--- config.mk ---
export PLATFORM = sky130hd
export DESIGN_NAME = change_dispenser_flat
export DESIGN_NICKNAME = d
export VERILOG_FILES = /design/src/rtl/vm_pkg.sv /design/src/rtl/change_dispenser_if.sv /design/src/rtl/coin_stock_counter.sv /design/src/rtl/change_dispenser.sv /design/src/flat_wrapper.sv
export SDC_FILE = /design/constraint.sdc
export NUM_CORES = 1
export LEC_CHECK = 0
export ABC_AREA = 1
export CORE_MARGIN = 2
export CORE_UTILIZATION = 55
export DETAILED_ROUTE_END_ITERATION = 12
export GPL_TIMING_DRIVEN = 0
export PLACE_DENSITY = 0.76
export REMOVE_ABC_BUFFERS = 1
export SYNTH_ARGS = -nofsm -noshare
export SYNTH_HDL_FRONTEND = slang
export SYNTH_HIERARCHICAL = 1
export SYNTH_SLANG_ARGS = --single-unit
export TNS_END_PERCENT = 5
--- constraint.sdc ---
create_clock -name clock -period 4 [get_ports clock]
set_input_delay 1.2 -clock clock [delete_from_list [all_inputs] [get_ports clock]]
set_output_delay 1.2 -clock clock [all_outputs]
set_load 0.03 [all_outputs]
--- src/rtl/vm_pkg.sv ---
// vm_pkg: shared change codes, denominations, coin-count decode and dispenser states
// Shared by the vending-side blocks and the change dispenser.
//   CHG_*    3-bit change codes from the vending FSM
//   DENOM_*  coin face values
//   state_t  dispenser FSM state
//   decode() expands a change code into Rs10/Rs5 coin counts plus a legality flag
package vm_pkg;
  localparam logic [2:0] CHG_NONE  = 3'b000;
  localparam logic [2:0] CHG_5     = 3'b001;
  localparam logic [2:0] CHG_10    = 3'b010;
  localparam logic [2:0] CHG_5_10  = 3'b011;
  localparam logic [2:0] CHG_10_10 = 3'b100;
  localparam int DENOM_5  = 5;
  localparam int DENOM_10 = 10;
  typedef enum logic [2:0] {
    S_IDLE,
    S_LOAD,
    S_FIRE,
    S_WAIT_ACK,
    S_GAP,
    S_DONE
  } state_t;
  typedef struct packed {
    logic       legal;
    logic [1:0] n10;
    logic       n5;
  } coins_t;
  function automatic coins_t decode(input logic [2:0] c);
    coins_t r;
    r.legal = c <= CHG_10_10;
    r.n10   = (c == CHG_10 || c == CHG_5_10) ? 2'd1 : c == CHG_10_10 ? 2'd2 : 2'd0;
    r.n5    = c == CHG_5 || c == CHG_5_10;
    return r;
  endfunction
endpackage

--- src/rtl/change_dispenser_if.sv ---
// change_dispenser_if: request and hopper handshake between vending FSM, dispenser and hopper
// Signals:
//   change[2:0], change_valid, change_ready  request from the vending FSM
//   fire5, fire10, hopper_ack                eject pulses and hopper acknowledge
//   busy, done, fault                        request status
// Modports: slave = dispenser side, master = environment (vending FSM + hopper) side.
interface change_dispenser_if;
  logic [2:0] change;
  logic       change_valid;
  logic       change_ready;
  logic       fire5;
  logic       fire10;
  logic       hopper_ack;
  logic       busy;
  logic       done;
  logic       fault;
  modport slave (
    input  change, change_valid, hopper_ack,
    output change_ready, fire5, fire10, busy, done, fault
  );
  modport master (
    output change, change_valid, hopper_ack,
    input  change_ready, fire5, fire10, busy, done, fault
  );
endinterface

--- src/rtl/coin_stock_counter.sv ---
// coin_stock_counter: per-denomination coin stock with saturating refill and ack decrement
// Ports:
//   clock, reset      rising-edge clock, synchronous active-high reset (loads STOCK_INIT)
//   refill            add refill_cnt this cycle
//   dec               one coin left the hopper this cycle
//   refill_cnt        refill amount
//   stock             registered stock, saturates at all-ones and never wraps
module coin_stock_counter #(
  parameter int STOCK_W    = 8,
  parameter int STOCK_INIT = 20
) (
  input  logic               clock,
  input  logic               reset,
  input  logic               refill,
  input  logic               dec,
  input  logic [STOCK_W-1:0] refill_cnt,
  output logic [STOCK_W-1:0] stock
);
  logic [STOCK_W:0] sum, nxt;
  // One extra bit lets refill and decrement combine before saturating, so a
  // same-cycle refill and ack yields old + refill_cnt - 1.
  always_comb begin
    sum = {1'b0, stock} + (refill ? {1'b0, refill_cnt} : '0);
    nxt = (dec && sum != '0) ? sum - (STOCK_W+1)'(1) : sum;
  end
  always_ff @(posedge clock)
    if (reset) stock <= STOCK_W'(STOCK_INIT);
    else stock <= nxt[STOCK_W] ? '1 : nxt[STOCK_W-1:0];
endmodule

--- src/rtl/change_dispenser.sv ---
// change_dispenser: expands a change code into Rs10/Rs5 coin ejects and tracks coin stock
// Ports:
//   clock, reset          rising-edge clock, synchronous active-high reset
//   bus (slave)           change/change_valid/change_ready request, fire5/fire10/hopper_ack
//                         hopper handshake, busy/done/fault status
//   refill5, refill10     one-cycle pulses adding refill_cnt to the matching stock
//   refill_cnt            refill amount
//   stock5, stock10       registered stock per denomination
// Build option: define CHG_TIMEOUT_EN to abort a request after ACK_TIMEOUT cycles in
// WAIT_ACK without hopper_ack; otherwise WAIT_ACK waits indefinitely.
module change_dispenser
  import vm_pkg::*;
#(
  parameter int STOCK_W     = 8,
  parameter int STOCK_INIT  = 20,
  parameter int GAP_CYCLES  = 4,
  parameter int ACK_TIMEOUT = 16
) (
  input  logic               clock,
  input  logic               reset,
  change_dispenser_if.slave  bus,
  input  logic               refill5,
  input  logic               refill10,
  input  logic [STOCK_W-1:0] refill_cnt,
  output logic [STOCK_W-1:0] stock5,
  output logic [STOCK_W-1:0] stock10
);
  localparam int GAP_W = $clog2(GAP_CYCLES + 1);
  if (GAP_CYCLES < 1 || ACK_TIMEOUT < 1 || STOCK_INIT > 2**STOCK_W - 1) begin : g_bad_params
    $error("change_dispenser: illegal parameter combination");
  end
  state_t           state;
  logic [2:0]       code;
  logic [1:0]       n10;
  logic             n5;
  logic             cur10;
  logic [GAP_W-1:0] gap_cnt;
  logic             fire5, fire10, done, fault;
  logic             ack_ok, last;
  coins_t           need;
`ifdef CHG_TIMEOUT_EN
  localparam int TO_W = $clog2(ACK_TIMEOUT + 1);
  logic [TO_W-1:0] to_cnt;
`endif
  assign need             = decode(code);
  assign ack_ok           = state == S_WAIT_ACK && bus.hopper_ack;
  assign last             = (n10 + {1'b0, n5}) == 2'd1;
  assign bus.change_ready = state == S_IDLE;
  assign bus.busy         = state != S_IDLE;
  assign bus.fire5        = fire5;
  assign bus.fire10       = fire10;
  assign bus.done         = done;
  assign bus.fault        = fault;
  coin_stock_counter #(.STOCK_W(STOCK_W), .STOCK_INIT(STOCK_INIT)) u_stock5 (
    .clock(clock), .reset(reset), .refill(refill5), .dec(ack_ok && !cur10),
    .refill_cnt(refill_cnt), .stock(stock5)
  );
  coin_stock_counter #(.STOCK_W(STOCK_W), .STOCK_INIT(STOCK_INIT)) u_stock10 (
    .clock(clock), .reset(reset), .refill(refill10), .dec(ack_ok && cur10),
    .refill_cnt(refill_cnt), .stock(stock10)
  );
  // Pulse outputs are set on the transition into the state that owns them, so
  // they are registered and high for exactly that state's single cycle.
  always_ff @(posedge clock) begin
    if (reset) begin
      state   <= S_IDLE;
      code    <= CHG_NONE;
      n10     <= 2'd0;
      n5      <= 1'b0;
      cur10   <= 1'b0;
      gap_cnt <= '0;
      fire5   <= 1'b0;
      fire10  <= 1'b0;
      done    <= 1'b0;
      fault   <= 1'b0;
`ifdef CHG_TIMEOUT_EN
      to_cnt  <= '0;
`endif
    end else begin
      fire5  <= 1'b0;
      fire10 <= 1'b0;
      done   <= 1'b0;
      fault  <= 1'b0;
      case (state)
        S_IDLE: if (bus.change_valid) begin
          code  <= bus.change;
          state <= S_LOAD;
        end
        S_LOAD:
          if (!need.legal || stock10 < STOCK_W'(need.n10) || stock5 < STOCK_W'(need.n5)) begin
            fault <= 1'b1;
            state <= S_IDLE;
          end else if (need.n10 == 2'd0 && !need.n5) state <= S_IDLE;
          else begin
            n10    <= need.n10;
            n5     <= need.n5;
            cur10  <= need.n10 != 2'd0;
            fire10 <= need.n10 != 2'd0;
            fire5  <= need.n10 == 2'd0;
            state  <= S_FIRE;
          end
        S_FIRE: begin
          state  <= S_WAIT_ACK;
`ifdef CHG_TIMEOUT_EN
          to_cnt <= '0;
`endif
        end
        S_WAIT_ACK:
          if (bus.hopper_ack) begin
            if (cur10) n10 <= n10 - 2'd1;
            else n5 <= 1'b0;
            if (last) begin
              done  <= 1'b1;
              state <= S_DONE;
            end else begin
              gap_cnt <= '0;
              state   <= S_GAP;
            end
          end
`ifdef CHG_TIMEOUT_EN
          else if (to_cnt == TO_W'(ACK_TIMEOUT - 1)) begin
            fault <= 1'b1;
            state <= S_IDLE;
          end else to_cnt <= to_cnt + TO_W'(1);
`endif
        // Rs10 coins drain first, so the next coin is Rs10 while any remain.
        S_GAP:
          if (gap_cnt == GAP_W'(GAP_CYCLES - 1)) begin
            cur10  <= n10 != 2'd0;
            fire10 <= n10 != 2'd0;
            fire5  <= n10 == 2'd0;
            state  <= S_FIRE;
          end else gap_cnt <= gap_cnt + GAP_W'(1);
        S_DONE: state <= S_IDLE;
        default: state <= S_IDLE;
      endcase
    end
  end
endmodule

--- src/flat_wrapper.sv ---
// flat-port wrapper written by rule: the top's interface ports become plain ports
module change_dispenser_flat import vm_pkg::*;
#(
  parameter int STOCK_W     = 8,
  parameter int STOCK_INIT  = 20,
  parameter int GAP_CYCLES  = 4,
  parameter int ACK_TIMEOUT = 16
)
  (clock, reset, refill5, refill10, refill_cnt, stock5, stock10, bus_change, bus_change_valid, bus_hopper_ack, bus_change_ready, bus_fire5, bus_fire10, bus_busy, bus_done, bus_fault);
  change_dispenser_if bus_i ();
  input  logic clock;
  input  logic reset;
  input  logic refill5;
  input  logic refill10;
  input  logic [STOCK_W-1:0] refill_cnt;
  output logic [STOCK_W-1:0] stock5;
  output logic [STOCK_W-1:0] stock10;
  input wire logic [$bits(bus_i.change)-1:0] bus_change;
  input wire logic [$bits(bus_i.change_valid)-1:0] bus_change_valid;
  input wire logic [$bits(bus_i.hopper_ack)-1:0] bus_hopper_ack;
  output wire logic [$bits(bus_i.change_ready)-1:0] bus_change_ready;
  output wire logic [$bits(bus_i.fire5)-1:0] bus_fire5;
  output wire logic [$bits(bus_i.fire10)-1:0] bus_fire10;
  output wire logic [$bits(bus_i.busy)-1:0] bus_busy;
  output wire logic [$bits(bus_i.done)-1:0] bus_done;
  output wire logic [$bits(bus_i.fault)-1:0] bus_fault;
  assign bus_i.change = bus_change;
  assign bus_i.change_valid = bus_change_valid;
  assign bus_i.hopper_ack = bus_hopper_ack;
  assign bus_change_ready = bus_i.change_ready;
  assign bus_fire5 = bus_i.fire5;
  assign bus_fire10 = bus_i.fire10;
  assign bus_busy = bus_i.busy;
  assign bus_done = bus_i.done;
  assign bus_fault = bus_i.fault;
  change_dispenser #(.STOCK_W(STOCK_W), .STOCK_INIT(STOCK_INIT), .GAP_CYCLES(GAP_CYCLES), .ACK_TIMEOUT(ACK_TIMEOUT)) u_core (.clock(clock), .reset(reset), .bus(bus_i), .refill5(refill5), .refill10(refill10), .refill_cnt(refill_cnt), .stock5(stock5), .stock10(stock10));
endmodule
==> results.py, run 1 <==
metrics = {
    "synth": {
        "ys_warn_count": 6,
        "synthCells": 534,
        "ys_types": 34,
        "netlist_area_mm2": 0.00321,
        "postSynthAreaPerCell_um2": 6.02,
        "ys_seq_area_frac": 0.206,
        "synth-seq-cells": 33,
    },
    "global_route": {
        "grt_pass1_wl_mm": 12.9,
        "grt_max_degree": 23,
        "grt_pass1_vias": 2938,
        "antenna_found_initial": 0,
        "overflow": 0,
        "track_usage": 0.250,
    },
    "finish": {
        "syn2layout_area_growth_pct": 18.1,
        "final_cell_area_mm2": 0.00379,
        "post-route-util": 0.681,
        "diodes": 0,
        "layout-drive-gt1-share": 0.0919,
        "final_nets": 620,
    },
    "timing": {
        "tightestPinTransition_ps": 933,
        "maxSlewViolCount": 0,
        "rsz0062_at_grt": "false",
        "hold_viol_final": 0,
        "fin_crit_ps": 3610,
        "slew-limit-headroom": 0.376,
        "fin_ws_ps": 386,
        "setup_violations": 0,
        "whs_ps": 489,
        "setup_tns_ps": 0,
        "fmaxAchievable_mhz": 277,
        "skew_ps": 8.09,
        "fin_crit_sh": 0.903,
    },
    "detailed_routing": {
        "first_iter_violations": 220,
        "drt_pre_antenna_iters": 4,
        "num_vias": 3267,
        "routed_via_density": 5.03,
        "wl_per_cell_um": 11.6,
        "drc": 0,
        "routed_wl_mm": 7.56,
        "drtAntennaViolNets": 0,
    },
    "clocking": {
        "cts_buffer_depth": 2,
        "clock_latency_ps": 280,
        "clock-root-buffer": "clkbuf_8",
        "cts_sinks": 33,
        "cts_hold_buf": 0,
        "path_clk_slew_ps": 70,
        "cts_tree": "done",
        "cts-buffers-inserted": 5,
        "htreeDepth": 2,
    },
    "setup_path": {
        "endpoint_kind": "flop",
        "crit_end": "u_core/u_stock10/stock[6]$_SDFF_PP0_",
        "cp.depth": 20,
        "reg2reg_from": "u_core/u_stock10/stock[0]$_SDFF_PP0_",
        "r2r_cells": 17,
        "cp_slowest_cell": "clkdlybuf4s50_1",
        "ff2ff_setup_slack_ps": 1560,
        "crit_start": "refill_cnt[0]",
        "cp_max_fo": 9,
        "cpLargestDelayFamily": "simple AND/OR/NAND/NOR gates",
        "path_buf_inv": 6,
        "crit_chain": "clkdlybuf4s50_1, nand2_1, inv_1, ha_1, inv_1, fa_1, inv_1, nand3_1, nand2_1, nand2_1, nand2_2, nand3_2, inv_1, nand3_4, nand2_4, inv_4, nand2_1, nand2_1, nor2_1, nor2_1",
        "cp_common_cell": "nand2_1",
        "required_ps": 4130,
        "r2r_end": "u_core/u_stock10/stock[6]$_SDFF_PP0_",
        "slowest_delay_ps": 510,
        "start_kind": "input pin",
        "critPathKind": "in2reg",
        "worstPathArrival_ps": 3740,
    },
    "flow_run": {
        "max_cap_viol_count": 0,
    },
    "pwr": {
        "power.density_cell_area_mw_per_mm2": 529,
        "leakage_nw": 2.11,
        "vdd_ir_drop_max_mv": 0.349,
    },
    "hold_path": {
        "hp-class": "reg2reg",
        "hold_start": "u_core/gap_cnt[2]$_SDFFE_PP0P_",
    },
    "placement": {
        "hpwl_mm": 6.11,
        "place.gp.congestion": 0.939,
        "portBuffers": 38,
        "postPlaceCellArea_mm2": 0.00367,
        "post-place-ws_ps": -37.9,
    },
    "die": {
        "pin_count": 39,
        "initial_core_util": 0.577,
        "die_w_um": 80.4,
        "die-area_mm2": 0.00647,
        "die_y_um": 80.4,
        "rows": 27,
        "coreArea_mm2": 0.00557,
    },
    "outcome": {
        "status": "completed",
    },
}
==> area by class of cell <==
cell class / instances / area [um2]
multi-input combinational: 399 / 2170
clock inverter: 1 / 30.0
timing repair buffer: 38 / 385
clock buffer: 7 / 86.3
tap: 72 / 90.1
sequential: 33 / 661
fill: 513 / 1780
inverter: 99 / 377
==> how the worst min path moves through the flow <==
stage | slack, ps | cells after the start | end
floorplan | 440 | 2 | u_core/gap_cnt[2]$_SDFFE_PP0P_
global placement | 470 | 2 | u_core/gap_cnt[2]$_SDFFE_PP0P_
detailed placement | 480 | 2 | u_core/gap_cnt[2]$_SDFFE_PP0P_
CTS | 500 | 2 | u_core/gap_cnt[2]$_SDFFE_PP0P_
global route | 520 | 2 | u_core/gap_cnt[0]$_SDFFE_PP0P_
finish | 490 | 2 | u_core/gap_cnt[2]$_SDFFE_PP0P_
==> cell families after synthesis <==
group,count (synthesis),synth area share
simple gates,329,0.477
buf+inv,102,0.121
compound gates,36,0.0677
flops,33,0.206
fa+ha+maj,27,0.110
xor+xnor,7,0.0191
==> stage by stage <==
step           total power [mW]  cells
2_1_floorplan              1.37    531
3_3_place_gp               1.65    641
3_5_place_dp               1.67    641
4_1_cts                    2.01    649
5_1_grt                    2.19    649
6_report                   2.01    649
==> cell usage after synthesis <==
master | count | share of area
fa_1 | 2 | 0.012
a21oi_2 | 6 | 0.016
nor2_1 | 70 | 0.082
xnor2_1 | 1 | 0.0027
nand3_2 | 6 | 0.019
nand2_2 | 9 | 0.018
a21oi_1 | 17 | 0.026
nand4_2 | 2 | 0.0078
and2_1 | 1 | 0.0019
nand3_1 | 49 | 0.076
o21ai_0 | 7 | 0.011
nor2_4 | 2 | 0.0070
inv_4 | 2 | 0.0039
nand3b_1 | 1 | 0.0023
a211oi_1 | 1 | 0.0023
and2_0 | 1 | 0.0019
o21ai_1 | 1 | 0.0016
or2_1 | 5 | 0.0097
nor2_2 | 5 | 0.0097
nand4_1 | 9 | 0.018
nand3_4 | 2 | 0.011
ha_1 | 25 | 0.097
inv_2 | 2 | 0.0023
nor3_2 | 2 | 0.0062
nand2_4 | 6 | 0.021
clkbuf_1 | 3 | 0.0035
xor2_1 | 6 | 0.016
clkinv_1 | 2 | 0.0023
nand2_1 | 156 | 0.18
o21ai_2 | 2 | 0.0055
dfxtp_1 | 33 | 0.21
inv_1 | 93 | 0.11
o21bai_1 | 2 | 0.0047
nor3_1 | 3 | 0.0047
==> routing by layer <==
layer	up-vias	global-route usage	routed length, um	share of wire
li1	1742	-	-	-
met5	-	0	0	0
met4	0	0.0610	71	0.0094
met3	7	0.0371	286	0.038
met2	66	0.408	3510	0.46
met1	1452	0.345	3690	0.49
==> flip-flops by register name (all words and copies together), names as in the netlist <==
register and cells:
u_core/u_stock10/stock 8, u_core/u_stock5/stock 8, u_core/code 3, u_core/gap_cnt 3
u_core/state 3, u_core/n10 2, u_core/bus.done 1, u_core/bus.fault 1
u_core/bus.fire10 1, u_core/bus.fire5 1, u_core/cur10 1, u_core/n5 1
==> worst register-to-register path: stages, from the launching register on <==
cell and delay, ps:
dfxtp_1 370, ha_1 200, inv_1 60, fa_1 380, inv_1 90, nand3_1 100, nand2_1 130, nand2_1 70
nand2_2 100, nand3_2 120, inv_1 110, nand3_4 110, nand2_4 140, inv_4 60, nand2_1 50, nand2_1 50
nor2_1 110, nor2_1 40
==> repair_timing <==
action / in CTS / in global routing
resized for setup: 0 / 2
setup endpoints to repair: 0 / 3
setup buffers: 0 / 0
hold endpoints to repair: 0 / 0
==> power breakdown <==
part	switching [mW]	internal, mW	leakage (nW)	total (mW)
registers	0.0652	0.399	0.272	0.464
clock network	0.125	0.203	0.0585	0.328
logic	0.767	0.447	1.78	1.21
total	0.956	1.05	2.11	2.01
==> layout by cell type, fill, tap and decap left out, types with 2 or more instances in the layout <==
| master | instances |
|---|---|
| nand2_1 | 156 |
| inv_1 | 93 |
| nor2_1 | 70 |
| nand3_1 | 49 |
| clkdlybuf4s50_1 | 36 |
| dfxtp_1 | 33 |
| ha_1 | 25 |
| a21oi_1 | 17 |
| nand2_2 | 9 |
| nand4_1 | 9 |
| o21ai_0 | 7 |
| clkbuf_8 | 6 |
| a21oi_2 | 6 |
| nand3_2 | 6 |
| nand2_4 | 6 |
| xor2_1 | 6 |
| or2_1 | 5 |
| nor2_2 | 5 |
| nor3_1 | 3 |
| dlymetal6s2s_1 | 2 |
| clkinv_1 | 2 |
| inv_2 | 2 |
| nor2_4 | 2 |
| nand3_4 | 2 |
| inv_4 | 2 |
| nor3_2 | 2 |
| nand4_2 | 2 |
| o21ai_2 | 2 |
| o21bai_1 | 2 |
| fa_1 | 2 |
No activity file was read; power rests on OpenSTA's default activity.
==> inputs of run 2 (changes only) <==
- REMOVE_ABC_BUFFERS: 1 -> default
==> run 2 against run 1 <==
  * Sequential share of layout area up 0.22 points
  * Worst setup slack got worse by 1.7 ps
  * Cell area is 1.3% lower
  * Power down 3.6%
  * Flip-flop and latch count is the same
  * Largest power group unchanged
  * Highest routed layer unchanged
==> results.py, run 2 (synthesized netlist as in run 1, its figures left out) <==
metrics = {
    "outcome": {
        "status": "completed",
    },
    "timing": {
        "setup_violations": 0,
        "setup_tns_ps": 0,
        "fin_crit_ps": 3620,
        "maxSlewViolCount": 0,
        "skew_ps": 7.25,
        "fin_crit_sh": 0.904,
        "fin_ws_ps": 384,
        "slew-limit-headroom": 0.603,
        "fmaxAchievable_mhz": 277,
        "rsz0062_at_grt": "false",
        "tightestPinTransition_ps": 593,
        "hold_viol_final": 0,
    },
    "finish": {
        "layout_common_cells": "nand2_1 (156), inv_1 (93), nor2_1 (70)",
        "reg.largest.list": "u_core/u_stock10/stock: 8 flops, u_core/u_stock5/stock: 8 flops",
        "final_common_cell": "nand2_1",
        "layout-drive-gt1-share": 0.0917,
        "fillers": 519,
        "final_nets": 621,
        "final_cell_area_mm2": 0.00375,
        "post-route-util": 0.672,
        "syn2layout_area_growth_pct": 16.6,
        "diodes": 0,
    },
    "setup_path": {
        "cp_common_cell": "inv_1",
        "slowest_delay_ps": 600,
        "r2r_end": "u_core/u_stock10/stock[2]$_SDFF_PP1_",
        "cp_max_fo": 5,
        "crit_start": "refill_cnt[0]",
        "crit_chain": "clkdlybuf4s50_1, nand2_1, inv_1, ha_1, inv_1, fa_1, ha_1, nand4_1, inv_1, nand4_1, nand2_2, nand2_4, nor2_2, nand2_1",
        "r2r_cells": 11,
        "required_ps": 4180,
        "cp_slowest_cell": "fa_1",
        "reg2reg_from": "u_core/u_stock10/stock[0]$_SDFF_PP0_",
        "ff2ff_setup_slack_ps": 1570,
        "start_kind": "input pin",
        "critPathKind": "in2reg",
        "endpoint_kind": "flop",
        "worstPathArrival_ps": 3790,
    },
    "global_route": {
        "grt_pass1_wl_mm": 12.8,
        "overflow": 0,
        "grt_max_degree": 14,
        "grt_pass1_vias": 2992,
        "track_usage": 0.248,
        "antenna_found_initial": 0,
    },
    "hold_path": {
        "holdPathStages": 2,
        "hp-class": "reg2reg",
        "holdPathEnd": "u_core/gap_cnt[2]$_SDFFE_PP0P_",
        "hold_start": "u_core/gap_cnt[2]$_SDFFE_PP0P_",
    },
    "pwr": {
        "leakage_nw": 2.07,
        "seq_power_share": 0.239,
        "internal-power_mw": 0.967,
        "p_comb_frac": 0.631,
        "vdd_ir_drop_max_mv": 0.329,
        "p_sw_frac": 0.500,
        "switchingPower_mw": 0.967,
        "power.density_cell_area_mw_per_mm2": 516,
        "pwr-share-clk": 0.129,
    },
    "detailed_routing": {
        "drt_pre_antenna_iters": 5,
        "routed_wl_mm": 7.61,
        "drtAntennaViolNets": 0,
        "routed_via_density": 5.08,
        "num_vias": 3302,
        "first_iter_violations": 162,
        "wl_per_cell_um": 11.7,
        "drc": 0,
    },
    "clocking": {
        "postCtsSetupBuffers": 0,
        "cts_tree": "done",
        "cts_buffer_depth": 2,
        "path_clk_slew_ps": 70,
        "cts_sinks": 33,
        "clock_latency_ps": 290,
        "cts_hold_buf": 0,
        "clock-root-buffer": "clkbuf_8",
        "cts-buffers-inserted": 5,
        "cts_resized": 0,
        "htreeDepth": 2,
    },
    "die": {
        "die_y_um": 80.4,
        "die-area_mm2": 0.00647,
        "die_w_um": 80.4,
        "coreArea_mm2": 0.00557,
        "rows": 27,
        "pin_count": 39,
        "initial_core_util": 0.577,
    },
    "placement": {
        "post-place-ws_ps": 114,
        "hpwl_mm": 6.25,
        "portBuffers": 36,
        "place.gp.congestion": 0.906,
        "postPlaceCellArea_mm2": 0.00366,
    },
    "synth": {
        "syn_nets": 578,
    },
    "flow_run": {
        "max_cap_viol_count": 0,
    },
}
[run 2: cell count changes in the layout (fill, tap and decap cells not counted)]
cell and delta:
bufinv_16 -1, clkbuf_1 +3, clkbuf_8 -1, clkinv_2 +2, dlymetal6s2s_1 -2
[run 2: worst max-delay path by stage]
| stage | endpoint | slack [ps] | depth (start not counted) |
|---|---|---|---|
| 3_5_place_dp | u_core/u_stock10/stock[6]$_SDFF_PP0_ | 110 | 20 |
| 6_report | u_core/u_stock10/stock[2]$_SDFF_PP1_ | 380 | 14 |
| 3_3_place_gp | u_core/u_stock10/stock[2]$_SDFF_PP1_ | 140 | 14 |
| 5_1_grt | u_core/u_stock10/stock[7]$_SDFF_PP0_ | 180 | 20 |
| 2_1_floorplan | u_core/u_stock5/stock[5]$_SDFF_PP0_ | 730 | 20 |
| 4_1_cts | u_core/u_stock10/stock[2]$_SDFF_PP1_ | 420 | 14 |
[run 2: per-stage QoR]
step / std cells / total power, mW / hold WS, ps
after CTS: 650 / 1.94 / 483
after global placement: 642 / 1.65 / 470
after detailed placement: 642 / 1.68 / 468
after floorplan: 534 / 1.38 / 445
final: 650 / 1.93 / 481
after global routing: 650 / 2.11 / 497
[run 2: power by group through the flow]
stage / clock network, mW / registers [mW] / logic, mW
final: 0.250 / 0.463 / 1.22
after global routing: 0.271 / 0.473 / 1.37
after CTS: 0.258 / 0.464 / 1.22
after detailed placement: 0 / 0.471 / 1.21
after global placement: 0 / 0.469 / 1.18
after floorplan: 0 / 0.547 / 0.830
[run 2: critical path: cells and delay by family]
family | cells | cell delay (ps)
fa+ha+maj | 3 | 1010
buf+inv | 4 | 780
simple gates | 7 | 790
[run 2: final cells by class]
class	instances	area [um2]	share of cell area
buffer	3	11.3	0.00301
clock buffer	6	72.6	0.0194
clock inverter	2	10.0	0.00267
inverter	99	377	0.101
multi-input combinational	399	2170	0.578
sequential	33	661	0.176
tap	72	90.1	0.0240
timing repair buffer	36	360	0.0962
[run 2: per-layer routing]
| layer | wire [um] | vias up | GRT usage |
|---|---|---|---|
| li1 | - | 1741 | - |
| met4 | 109 | 0 | 0.0746 |
| met3 | 288 | 9 | 0.0337 |
| met2 | 3570 | 65 | 0.425 |
| met1 | 3640 | 1487 | 0.323 |
| met5 | 0 | - | 0 |
